==> config.mk <==
export PLATFORM = sky130hd
export DESIGN_NAME = line_card_fifo_writer_flat
export DESIGN_NICKNAME = d
export VERILOG_FILES = /design/src/rtl/line_card_fifo_writer_if.sv /design/src/rtl/line_card_fifo_writer.sv /design/src/flat_wrapper.sv
export SDC_FILE = /design/constraint.sdc
export NUM_CORES = 2
export LEC_CHECK = 0
export CAP_MARGIN = 5
export CORE_MARGIN = 2
export CORE_UTILIZATION = 35
export CTS_BUF_LIST = sky130_fd_sc_hd__clkbuf_8
export CTS_CLUSTER_DIAMETER = 30
export DETAILED_ROUTE_END_ITERATION = 7
export GPL_ROUTABILITY_DRIVEN = 1
export HOLD_SLACK_MARGIN = 0.08
export PLACE_DENSITY = 0.56
export SYNTH_ARGS = -nofsm -noshare
export SYNTH_HDL_FRONTEND = slang
export SYNTH_SLANG_ARGS = --single-unit
==> constraint.sdc <==
create_clock -name clk -period 12.4 [get_ports clk]
set_input_delay 1.24 -clock clk [delete_from_list [all_inputs] [get_ports clk]]
set_output_delay 1.24 -clock clk [all_outputs]
set_load 0.02 [all_outputs]
==> src/rtl/line_card_fifo_writer_if.sv <==
// rtl/line_card_fifo_writer_if.sv - MAC beat stream into the RX FIFO write engine
interface line_card_fifo_writer_if;
  logic        rx_valid;
  logic        rx_ready;
  logic [4:0]  rx_port;
  logic [11:0] rx_vlan;
  logic [63:0] rx_data;
  logic [3:0]  rx_bytes;
  logic        rx_last;
  logic        rx_drop;

  modport master (
    output rx_valid, rx_port, rx_vlan, rx_data, rx_bytes, rx_last, rx_drop,
    input  rx_ready
  );

  modport slave (
    input  rx_valid, rx_port, rx_vlan, rx_data, rx_bytes, rx_last, rx_drop,
    output rx_ready
  );
endinterface

==> src/rtl/line_card_fifo_writer.sv <==
// rtl/line_card_fifo_writer.sv - RX FIFO write engine: per-port framing, header insert, atomic commit
module line_card_fifo_writer #(
  parameter int MAX_FRAME_BYTES = 1536,
  parameter int MIN_FRAME_BYTES = 16
) (
  input  logic                   clk,
  input  logic                   areset_n,
  line_card_fifo_writer_if.slave rx,
  output logic                   wr_en,
  output logic [16:0]            wr_addr,
  output logic [71:0]            wr_data,
  input  logic [12:0]            fifo_wr_free [24],
  output logic [12:0]            fifo_wr_ptr  [24],
  output logic                   drop_en,
  output logic [4:0]             drop_port
);
  localparam int          NPORTS = 24;
  localparam logic [10:0] MAX_B  = 11'(MAX_FRAME_BYTES);
  localparam logic [10:0] MIN_B  = 11'(MIN_FRAME_BYTES);

  typedef enum logic [1:0] {ST_RESET, ST_RUN, ST_HDR} state_t;
  state_t state_q, state_d;

  // Per-port frame assembly state
  logic        act_q   [NPORTS];
  logic        drp_q   [NPORTS];
  logic [12:0] start_q [NPORTS];
  logic [12:0] tent_q  [NPORTS];
  logic [10:0] cnt_q   [NPORTS];
  logic [11:0] vlan_q  [NPORTS];

  // Header write and commit that follow a good last beat
  logic [4:0]  hdr_port_q;
  logic [11:0] hdr_addr_q;
  logic [12:0] hdr_end_q;
  logic [71:0] hdr_word_q;
  logic        pend_q;

  logic        beat, in_range, is_first, drp_eff, bad, bad_last, wr_beat, hdr_go;
  logic [4:0]  idx;
  logic [12:0] commit_eff, start_eff, tent_eff, words;
  logic [10:0] cnt_eff, cnt_new;
  logic [11:0] vlan_eff, sum;

  // Resolve the beat's port context; a commit landing this cycle is bypassed so a new frame starts after it
  always_comb begin
    beat       = rx.rx_valid && rx.rx_ready;
    in_range   = rx.rx_port < 5'd24;
    idx        = in_range ? rx.rx_port : 5'd0;
    commit_eff = (pend_q && hdr_port_q == rx.rx_port) ? hdr_end_q : fifo_wr_ptr[idx];
    is_first   = !act_q[idx];
    start_eff  = is_first ? commit_eff : start_q[idx];
    tent_eff   = is_first ? commit_eff + 13'd1 : tent_q[idx];
    cnt_eff    = is_first ? 11'd0 : cnt_q[idx];
    vlan_eff   = is_first ? rx.rx_vlan : vlan_q[idx];
    drp_eff    = is_first ? 1'b0 : drp_q[idx];
    sum        = {1'b0, cnt_eff} + {8'd0, rx.rx_bytes};
    cnt_new    = sum[11] ? 11'h7FF : sum[10:0];
    words      = tent_eff - start_eff + 13'd1;
    bad        = drp_eff || rx.rx_drop || !in_range ||
                 (words > fifo_wr_free[idx]) || (cnt_new > MAX_B);
    bad_last   = bad || (cnt_new < MIN_B);
    wr_beat    = beat && !bad;
    hdr_go     = beat && rx.rx_last && !bad_last;
  end

  // State register
  always_ff @(posedge clk or negedge areset_n) begin
    if (!areset_n) state_q <= ST_RESET;
    else           state_q <= state_d;
  end

  // Next state: one bubble cycle after a good last beat for the header write
  always_comb begin
    state_d = state_q;
    case (state_q)
      ST_RESET: state_d = ST_RUN;
      ST_RUN:   if (hdr_go) state_d = ST_HDR;
      ST_HDR:   state_d = ST_RUN;
      default:  state_d = ST_RESET;
    endcase
  end

  // Beats are accepted only while running and no header write is owed
  always_comb begin
    rx.rx_ready = (state_q == ST_RUN);
  end

  // URAM write port, per-port state, drop reporting and pointer commit
  always_ff @(posedge clk or negedge areset_n) begin
    if (!areset_n) begin
      for (int i = 0; i < NPORTS; i++) begin
        act_q[i]       <= 1'b0;
        drp_q[i]       <= 1'b0;
        start_q[i]     <= 13'd0;
        tent_q[i]      <= 13'd0;
        cnt_q[i]       <= 11'd0;
        vlan_q[i]      <= 12'd0;
        fifo_wr_ptr[i] <= 13'd0;
      end
      wr_en      <= 1'b0;
      wr_addr    <= 17'd0;
      wr_data    <= 72'd0;
      drop_en    <= 1'b0;
      drop_port  <= 5'd0;
      hdr_port_q <= 5'd0;
      hdr_addr_q <= 12'd0;
      hdr_end_q  <= 13'd0;
      hdr_word_q <= 72'd0;
      pend_q     <= 1'b0;
    end else begin
      wr_en   <= 1'b0;
      drop_en <= 1'b0;
      pend_q  <= 1'b0;
      if (pend_q) fifo_wr_ptr[hdr_port_q] <= hdr_end_q;
      if (state_q == ST_HDR) begin
        wr_en   <= 1'b1;
        wr_addr <= {hdr_port_q, hdr_addr_q};
        wr_data <= hdr_word_q;
        pend_q  <= 1'b1;
      end
      if (beat) begin
        if (wr_beat) begin
          wr_en   <= 1'b1;
          wr_addr <= {rx.rx_port, tent_eff[11:0]};
          wr_data <= {8'h00, rx.rx_data};
        end
        if (in_range) begin
          start_q[idx] <= start_eff;
          cnt_q[idx]   <= cnt_new;
          vlan_q[idx]  <= vlan_eff;
          if (rx.rx_last) begin
            act_q[idx]  <= 1'b0;
            drp_q[idx]  <= 1'b0;
            tent_q[idx] <= bad_last ? start_eff : tent_eff + 13'd1;
          end else begin
            act_q[idx]  <= 1'b1;
            drp_q[idx]  <= bad;
            tent_q[idx] <= bad ? tent_eff : tent_eff + 13'd1;
          end
        end
        if (rx.rx_last && bad_last) begin
          drop_en   <= 1'b1;
          drop_port <= rx.rx_port;
        end
        if (hdr_go) begin
          hdr_port_q <= rx.rx_port;
          hdr_addr_q <= start_eff[11:0];
          hdr_end_q  <= tent_eff + 13'd1;
          hdr_word_q <= {44'd0, vlan_eff, 5'd0, cnt_new};
        end
      end
    end
  end
endmodule

==> src/flat_wrapper.sv <==
// flat-port wrapper written by rule: the top's interface ports become plain ports
module line_card_fifo_writer_flat 
#(
  parameter int MAX_FRAME_BYTES = 1536,
  parameter int MIN_FRAME_BYTES = 16
)
  (clk, areset_n, wr_en, wr_addr, wr_data, fifo_wr_free, fifo_wr_ptr, drop_en, drop_port, rx_rx_valid, rx_rx_port, rx_rx_vlan, rx_rx_data, rx_rx_bytes, rx_rx_last, rx_rx_drop, rx_rx_ready);
  line_card_fifo_writer_if rx_i ();
  input  logic clk;
  input  logic areset_n;
  output logic wr_en;
  output logic [16:0] wr_addr;
  output logic [71:0] wr_data;
  input  logic [12:0] fifo_wr_free[24];
  output logic [12:0] fifo_wr_ptr[24];
  output logic drop_en;
  output logic [4:0] drop_port;
  input wire logic [$bits(rx_i.rx_valid)-1:0] rx_rx_valid;
  input wire logic [$bits(rx_i.rx_port)-1:0] rx_rx_port;
  input wire logic [$bits(rx_i.rx_vlan)-1:0] rx_rx_vlan;
  input wire logic [$bits(rx_i.rx_data)-1:0] rx_rx_data;
  input wire logic [$bits(rx_i.rx_bytes)-1:0] rx_rx_bytes;
  input wire logic [$bits(rx_i.rx_last)-1:0] rx_rx_last;
  input wire logic [$bits(rx_i.rx_drop)-1:0] rx_rx_drop;
  output wire logic [$bits(rx_i.rx_ready)-1:0] rx_rx_ready;
  assign rx_i.rx_valid = rx_rx_valid;
  assign rx_i.rx_port = rx_rx_port;
  assign rx_i.rx_vlan = rx_rx_vlan;
  assign rx_i.rx_data = rx_rx_data;
  assign rx_i.rx_bytes = rx_rx_bytes;
  assign rx_i.rx_last = rx_rx_last;
  assign rx_i.rx_drop = rx_rx_drop;
  assign rx_rx_ready = rx_i.rx_ready;
  line_card_fifo_writer #(.MAX_FRAME_BYTES(MAX_FRAME_BYTES), .MIN_FRAME_BYTES(MIN_FRAME_BYTES)) u_core (.clk(clk), .areset_n(areset_n), .rx(rx_i), .wr_en(wr_en), .wr_addr(wr_addr), .wr_data(wr_data), .fifo_wr_free(fifo_wr_free), .fifo_wr_ptr(fifo_wr_ptr), .drop_en(drop_en), .drop_port(drop_port));
endmodule
# [After elaboration in Yosys (flattened, before gate mapping)]
# Index checks and enable logic that the tools add are counted.
[classes] n_mux=67 n_reduce_logical=21 addsub=5 order_cmp=8 bitwise_logic=6 eq_ne=4
[ops] operator="$bwmux W312" count=4
[ops] operator="$mux W312" count=1
[ops] operator="$bwmux W288" count=1
[ops] operator="$bwmux W264" count=1
[ops] operator="$bmux W13 S5" count=4
[ops] operator="$mux W72" count=3
[ops] operator="$mux W13" count=15
[ops] operator="$demux W13 S5" count=2
[ops] operator="$bmux W12 S5" count=1
[ops] operator="$demux W12 S5" count=1
[ops] operator="$bmux W11 S5" count=1
[ops] operator="$demux W11 S5" count=1
[ops] operator="$mux W11" count=5
[ops] operator="$mux W17" count=3
[ops] operator="$and A24 B24 Y24" count=2
[ops] operator="$mux W12" count=4
[ops] operator="$mux W24" count=2
[ops] operator="$add A13 B1 Y13 const B" count=3
[ops] operator="$bwmux W24" count=1
[ops] operator="$not A24 Y24" count=1
[ops] operator="$or A24 B24 Y24" count=1
[ops] operator="$gt A13 B13 Y1" count=1
[ops] operator="$sub A13 B13 Y13" count=1
[ops] operator="$add A11 B4 Y12" count=1
[ops] operator="other kinds (22)" count=51
[totals] output_inout_bits=409 reg_bits=1688

# [Longest topological paths before layout]
[logic_depth] word_depth=19 ltp_mapped=46 depth_no_buf=38

# [Worst setup path before layout]
# No wires, ideal clock.
[synth_timing] path_type="input to register" from="input port rx_rx_port[3]" to="register u_core.tent_q[140] (netlist bit)" slack_ps=3007 n_path_buf=13 t_arrival_ps=9265 path_stages=41 cell_sequence="ha_1 > buf_2 > buf_2 > buf_2 > buf_2 > buf_2 > buf_2 > buf_2 > buf_2 > buf_2 > clkbuf_1 > clkbuf_1 > o22ai_1 > a31oi_1 > a221oi_1 > a21oi_1 > clkbuf_1 > ha_1 > [... 5 more ...] > a21oi_1 > nor2b_1 > o21a_1 > o21ai_0 > nand2b_1 > a21oi_1 > o21ai_0 > xnor2_1 > xnor2_1 > ha_1 > nand3_1 > or3_1 > o311ai_1 > a21oi_1 > nor3_1 > a2111oi_4 > buf_4 > mux2_1"
[synth_between] word_cells_on_any_way=57 classes_between="5 x add/sub; 6 x order compare; 1 x eq/ne; 35 x mux; 1 x bitwise; 9 x reduce/logical"
[synth_rtl] element="start: declaration" line="flat_wrapper.sv:19" source="input wire logic [$bits(rx_i.rx_port)-1:0] rx_rx_port;"
[synth_rtl] element="$lt A5 B5 Y1" line="line_card_fifo_writer.sv:48" source="in_range = rx.rx_port < 5'd24;"
[synth_rtl] element="$mux W5" line="line_card_fifo_writer.sv:49" source="idx = in_range ? rx.rx_port : 5'd0;"
[synth_rtl] element="$not A5 Y6 (not written as such)" line="line_card_fifo_writer.sv:50, line_card_fifo_writer.sv:51, line_card_fifo_writer.sv:52"
[synth_rtl] element="$bmux W13 S5" line="line_card_fifo_writer.sv:50" source="commit_eff = (pend_q && hdr_port_q == rx.rx_port) ? hdr_end_q : fifo_wr_ptr[idx];"
[synth_rtl] element="$mux W13 (not written as such) (2 in a row)" line="line_card_fifo_writer.sv:50"
[synth_rtl] element="$mux W13" line="line_card_fifo_writer.sv:50"
[synth_rtl] element="$mux W13 (*)" line="line_card_fifo_writer.sv:52" source="start_eff = is_first ? commit_eff : start_q[idx];"
[synth_rtl] element="via u_core.start_eff[1]" line="line_card_fifo_writer.sv:41" source="logic [12:0] commit_eff, start_eff, tent_eff, words;"
[synth_rtl] element="$sub A13 B13 Y13 (*)" line="line_card_fifo_writer.sv:59" source="words = tent_eff - start_eff + 13'd1;"
[synth_rtl] element="$add A13 B1 Y13 (*)" line="line_card_fifo_writer.sv:59"
[synth_rtl] element="$gt A13 B13 Y1 (*)" line="line_card_fifo_writer.sv:61" source="(words > fifo_wr_free[idx]) || (cnt_new > MAX_B);"
[synth_rtl] element="$logic_or A1 B1 Y1 (*)" line="line_card_fifo_writer.sv:60" source="bad = drp_eff || rx.rx_drop || !in_range ||"
[synth_rtl] element="$logic_or A1 B1 Y1 (*)" line="line_card_fifo_writer.sv:61"
[synth_rtl] element="$logic_or A1 B1 Y1" line="line_card_fifo_writer.sv:62" source="bad_last = bad || (cnt_new < MIN_B);"
[synth_rtl] element="$mux W13" line="line_card_fifo_writer.sv:135" source="tent_q[idx] <= bad_last ? start_eff : tent_eff + 13'd1;"
[synth_rtl] element="$bwmux W312" line="line_card_fifo_writer.sv:135"
[synth_rtl] element="$mux W312 (*)" line="line_card_fifo_writer.sv:132" source="if (rx.rx_last) begin"
[synth_rtl] element="end signal: indexed assignment" line="line_card_fifo_writer.sv:135"
[synth_rtl] element="end signal: indexed assignment" line="line_card_fifo_writer.sv:139" source="tent_q[idx] <= bad ? tent_eff : tent_eff + 13'd1;"
[synth_rtl] element="end: declaration" line="line_card_fifo_writer.sv:28" source="logic [12:0] tent_q [NPORTS];"
# The timed path passes the listed nets; every way through them passes the cells marked *. The select of a mux whose other input is x is not followed.
# A chain may end at the register's enable or synchronous reset.

# [Worst setup path after layout]
[layout_timing] from="input port rx_rx_port[4]" to="register u_core.tent_q[139] (netlist bit)"
[layout_between] elab_chain_cells=18 word_cells_on_any_way=57 classes_between="5 x add/sub; 6 x order compare; 1 x eq/ne; 35 x mux; 1 x bitwise; 9 x reduce/logical"
[layout_lines] element="$lt A5 B5 Y1" line="line_card_fifo_writer.sv:48"
[layout_lines] element="$mux W5" line="line_card_fifo_writer.sv:49"
[layout_lines] element="$not A5 Y6"
[layout_lines] element="$bmux W13 S5" line="line_card_fifo_writer.sv:50"
[layout_lines] element="$mux W13 (not written as such) (2 in a row)" line="line_card_fifo_writer.sv:50"
[layout_lines] element="$mux W13" line="line_card_fifo_writer.sv:50"
[layout_lines] element="$add A13 B1 Y13" line="line_card_fifo_writer.sv:53" source="tent_eff = is_first ? commit_eff + 13'd1 : tent_q[idx];"
[layout_lines] element="$mux W13" line="line_card_fifo_writer.sv:53"
[layout_lines] element="$sub A13 B13 Y13" line="line_card_fifo_writer.sv:59"
[layout_lines] element="$add A13 B1 Y13" line="line_card_fifo_writer.sv:59"
[layout_lines] element="$gt A13 B13 Y1" line="line_card_fifo_writer.sv:61"
[layout_lines] element="$logic_or A1 B1 Y1" line="line_card_fifo_writer.sv:60"
[layout_lines] element="$logic_or A1 B1 Y1" line="line_card_fifo_writer.sv:61"
[layout_lines] element="$logic_or A1 B1 Y1" line="line_card_fifo_writer.sv:62"
[layout_lines] element="$mux W13" line="line_card_fifo_writer.sv:135"
[layout_lines] element="$bwmux W312" line="line_card_fifo_writer.sv:135"
[layout_lines] element="$mux W312" line="line_card_fifo_writer.sv:132"
# Parallel ways exist; a longest one is shown, timed or not. The select of a mux whose other input is x is not followed.

==> metrics.md <==
| Metric | Value |
|---|---|
| Status | `finished clean` |
| CP top delay family | `compound AO/OA/AOI/OAI gates` |
| Worst Hold Path Cells | `2` |
| Die area | `236000 µm²` |
| Synth Register Bits | `1688` |
| Post-DP HPWL | `254000 µm` |
| Die X-Extent | `485 µm` |
| TritonCTS clock tree | `yes` |
| Hold Vio Cnt, Final | `0` |
| Pre-antenna DRT Iters | `6` |
| Area of the core | `230000 µm²` |
| Die Y | `485 µm` |
| Max-slew headroom | `9.58%` |
| Initial antenna violation count | `33` |
| Final core utilization | `44.4%` |
| Met2 usage | `48.7%` |
| Hold WC Path Type | `reg2reg` |
| Mapped cell area | `81100 µm²` |
| Row cnt | `176` |
| Pin count of the biggest net entering global routing | `166` |
| DR DRC count | `0` |
| RSZ-0062 raised after global routing | `false` |
| Place WS | `491 ps` |
| Post-Syn Nets | `8873` |
| Crit Path Max Fanout | `34` |
| Biggest cell delay along the critical path | `970 ps` |
| Max Buffers Root-to-Sink | `4` |
| Power per cell area | `195 nW/µm²` |
| Worst-Skew Late Latency | `1130 ps` |
| Layout cells sized above 1 | `17.9%` |
| Worst EP arrival | `12050 ps` |
| Main flop type after synthesis | `dfrtp_1` |
| Num ports | `811` |
| Mapped Cells | `8424` |
| Yosys cell types | `112` |
| Req. time, crit path | `13340 ps` |
| Routed WL | `388000 µm` |
| Clock sinks | `1688` |
| Slew @ Worst Pin | `1350 ps` |
| Final setup fails | `0` |
| Crit end category | `register` |
| Kind of critical path | `in2reg` |
| Vias in the first global route | `72100` |
| Commonest non-fill, non-tap cell in the layout | `nand2_1` |
| CP Launch Type | `input port` |
| FMAX | `90.0 MHz` |
| Max-Cap Viols | `0` |
| VDD IR-drop max | `0.0911 mV` |
| Min-delay src | `u_core.start_q[296]` |
| Layer with the highest usage | `met2` |
| Routing usage on met3 | `7.94%` |
| Post-Route Skew | `98.6 ps` |
| CTS Buf Count | `408` |
| Final Critical Period | `11120 ps` |
| Reg-to-Reg End | `u_core.tent_q[139]` |
| CTS root buf | `clkbuf_8` |
| Final #Nets | `9602` |
| Final instance area | `102000 µm²` |
| TNS Setup | `0 ps` |
| Initial DRC Count | `9512` |
| Port Buffers | `810` |
| Critical path buffer and inverter count | `5` |
| Gpl congestion | `0.966` |
| Clock slew at reported path FFs | `60 ps` |
| Async set-or-reset flop fraction in the synthesized netlist | `100%` |
| Commonest non-fill, non-tap cells in the layout | `2020 x nand2_1, 1688 x dfrtp_1, 908 x o21ai_0, 805 x clkdlybuf4s50_1, 526 x mux2_2` |
| Cells on worst reg2reg path | `37` |
| Final global-route overflow total | `0` |
| Routed length per placed instance | `31.0 µm` |
| Leak | `46.4 nW` |
| Vias per cell | `5.95` |
| Max-slew violations | `0` |
| Setup ws final | `1280 ps` |
| Worst R2R Start | `u_core.hdr_port_q[0]` |
| Register area share after synthesis | `52.1%` |
| Antenna-violating nets left | `0` |
| Syn-to-layout area delta | `25.9%` |
| GRT Util Overall | `32.0%` |
| Warnings, synthesis | `0` |
| WHS | `471 ps` |
| Depth of the CTS H-tree | `5` |
| Final Cycle Share | `89.6%` |
| Synth Area per Inst | `9.63 µm²` |
| WHS Endpoint | `u_core.start_q[296]` |
| Post_cts resized | `0` |
| Post-synth EDFFs | `0` |
| Initial Util | `35.2%` |
| Post-placement cell area | `92600 µm²` |
| Total number of vias | `74500` |
| First-pass GRT wire length | `544000 µm` |
| Setup slack, reg-to-reg | `2590 ps` |
| Met1 Usage GRT | `41.7%` |
| Cell at the slowest stage of the critical path | `a31oi_2` |
[metrics by stage]
| stage | cells | power [mW] |
|---|---|---|
| after detailed placement | 11800 | 12.2 |
| final | 12500 | 19.9 |
| after global routing | 12500 | 20.7 |
| after CTS | 12500 | 19.8 |
| after floorplan | 8424 | 10.1 |
| after global placement | 11800 | 12.0 |
[synth_stat cells (all sizes together) (14+ instances only)]
cell,number,share of area [%]
a211oi,41,0.39
a21oi,234,1.4
a221o,14,0.17
a221oi,77,0.83
a22oi,210,1.9
a2bb2oi,19,0.21
a31oi,141,1.1
a32oi,23,0.25
a41oi,31,0.33
and3,27,0.21
buf,260,1.8
clkbuf,514,2.4
dfrtp,1688,52
ha,45,0.69
inv,49,0.23
mux2,535,7.4
mux2i,174,2.2
mux4,30,0.83
nand2,2039,9.4
nand2b,22,0.17
nand3,158,0.99
nor2,378,1.8
nor2b,25,0.19
nor3,55,0.35
nor3b,33,0.32
o211ai,27,0.26
o21ai,944,5.8
o221ai,83,0.90
o22ai,169,1.3
o311ai,14,0.16
o31ai,64,0.59
or2,14,0.11
or3,28,0.22
xnor2,20,0.22
[report_power, final]
group / switching (mW) / internal [mW] / total [mW]
Combinational: 2.82 / 1.70 / 4.52
Sequential: 0.854 / 6.82 / 7.67
Clock: 2.86 / 4.84 / 7.70
Total: 6.53 / 13.4 / 19.9
[final cells by class]
cell class	count	area [µm²]
well taps	3026	3790
clock inverters	248	2870
inverters	51	193
diodes	17	42.5
clock buffers	481	6620
fillers	22100	128000
repair buffers	1093	10500
flip-flops and latches	1688	42200
multi-input cells	5911	35900
[worst register-to-register path: cells and delay by family, from the launching register on]
kind / cells / cell delay (ps)
simple gates: 11 / 1900
fa+ha+maj: 4 / 1210
xor+xnor: 3 / 540
flops: 1 / 790
buf+inv: 4 / 950
compound gates: 15 / 4250
[metal layers]
metal	part of all wire, %	vias up
met5	0.044	-
met4	5.9	22
met3	10	1043
met2	44	4836
met1	39	37200
li1	-	31400
[timing repair]
action,in CTS,in global routing
setup buffers,0,0
hold endpoints to repair,11,0
hold buffers,1,0
setup endpoints to repair,0,0
[state kept, by name (all words and copies together), names as in the netlist, named ones only]
name / cells
u_core.pend_q: 1
u_core.wr_en: 1
u_core.drop_port: 5
u_core.wr_addr: 17
u_core.start_q: 312
u_core.drop_en: 1
u_core.cnt_q: 264
u_core.vlan_q: 288
u_core.hdr_port_q: 5
u_core.drp_q: 24
u_core.hdr_addr_q: 12
u_core.hdr_word_q: 23
u_core.tent_q: 312
u_core.state_q: 2
u_core.fifo_wr_ptr: 312
u_core.hdr_end_q: 13
u_core.wr_data: 72
[cell families (layout without fill, tap and decap cells)]
logic type | count (synthesis) | after routing | synth area share [%]
AND/OR/NAND/NOR | 2850 | 2850 | 14.5
AO/OA/AOI/OAI | 2244 | 2244 | 17.5
flip-flops | 1688 | 1688 | 52.1
buffers and inverters | 825 | 1873 | 4.39
multiplexers | 739 | 739 | 10.4
adder cells (fa/ha/maj) | 47 | 47 | 0.744
XOR/XNOR | 31 | 31 | 0.335
other | 0 | 17 | 0
[worst max-delay path by stage]
stage                              from                  to  slack (ps)  cells past startpoint
after global routing      rx_rx_port[4]  u_core.tent_q[139]         780                     36
after CTS                 rx_rx_port[4]  u_core.tent_q[139]        1640                     36
after global placement    rx_rx_port[4]  u_core.tent_q[282]         620                     29
after floorplan           rx_rx_port[3]  u_core.tent_q[140]        3010                     41
after detailed placement  rx_rx_port[4]  u_core.tent_q[139]         490                     36
final                     rx_rx_port[4]  u_core.tent_q[139]        1280                     29
(Power assumes the default switching activity.)
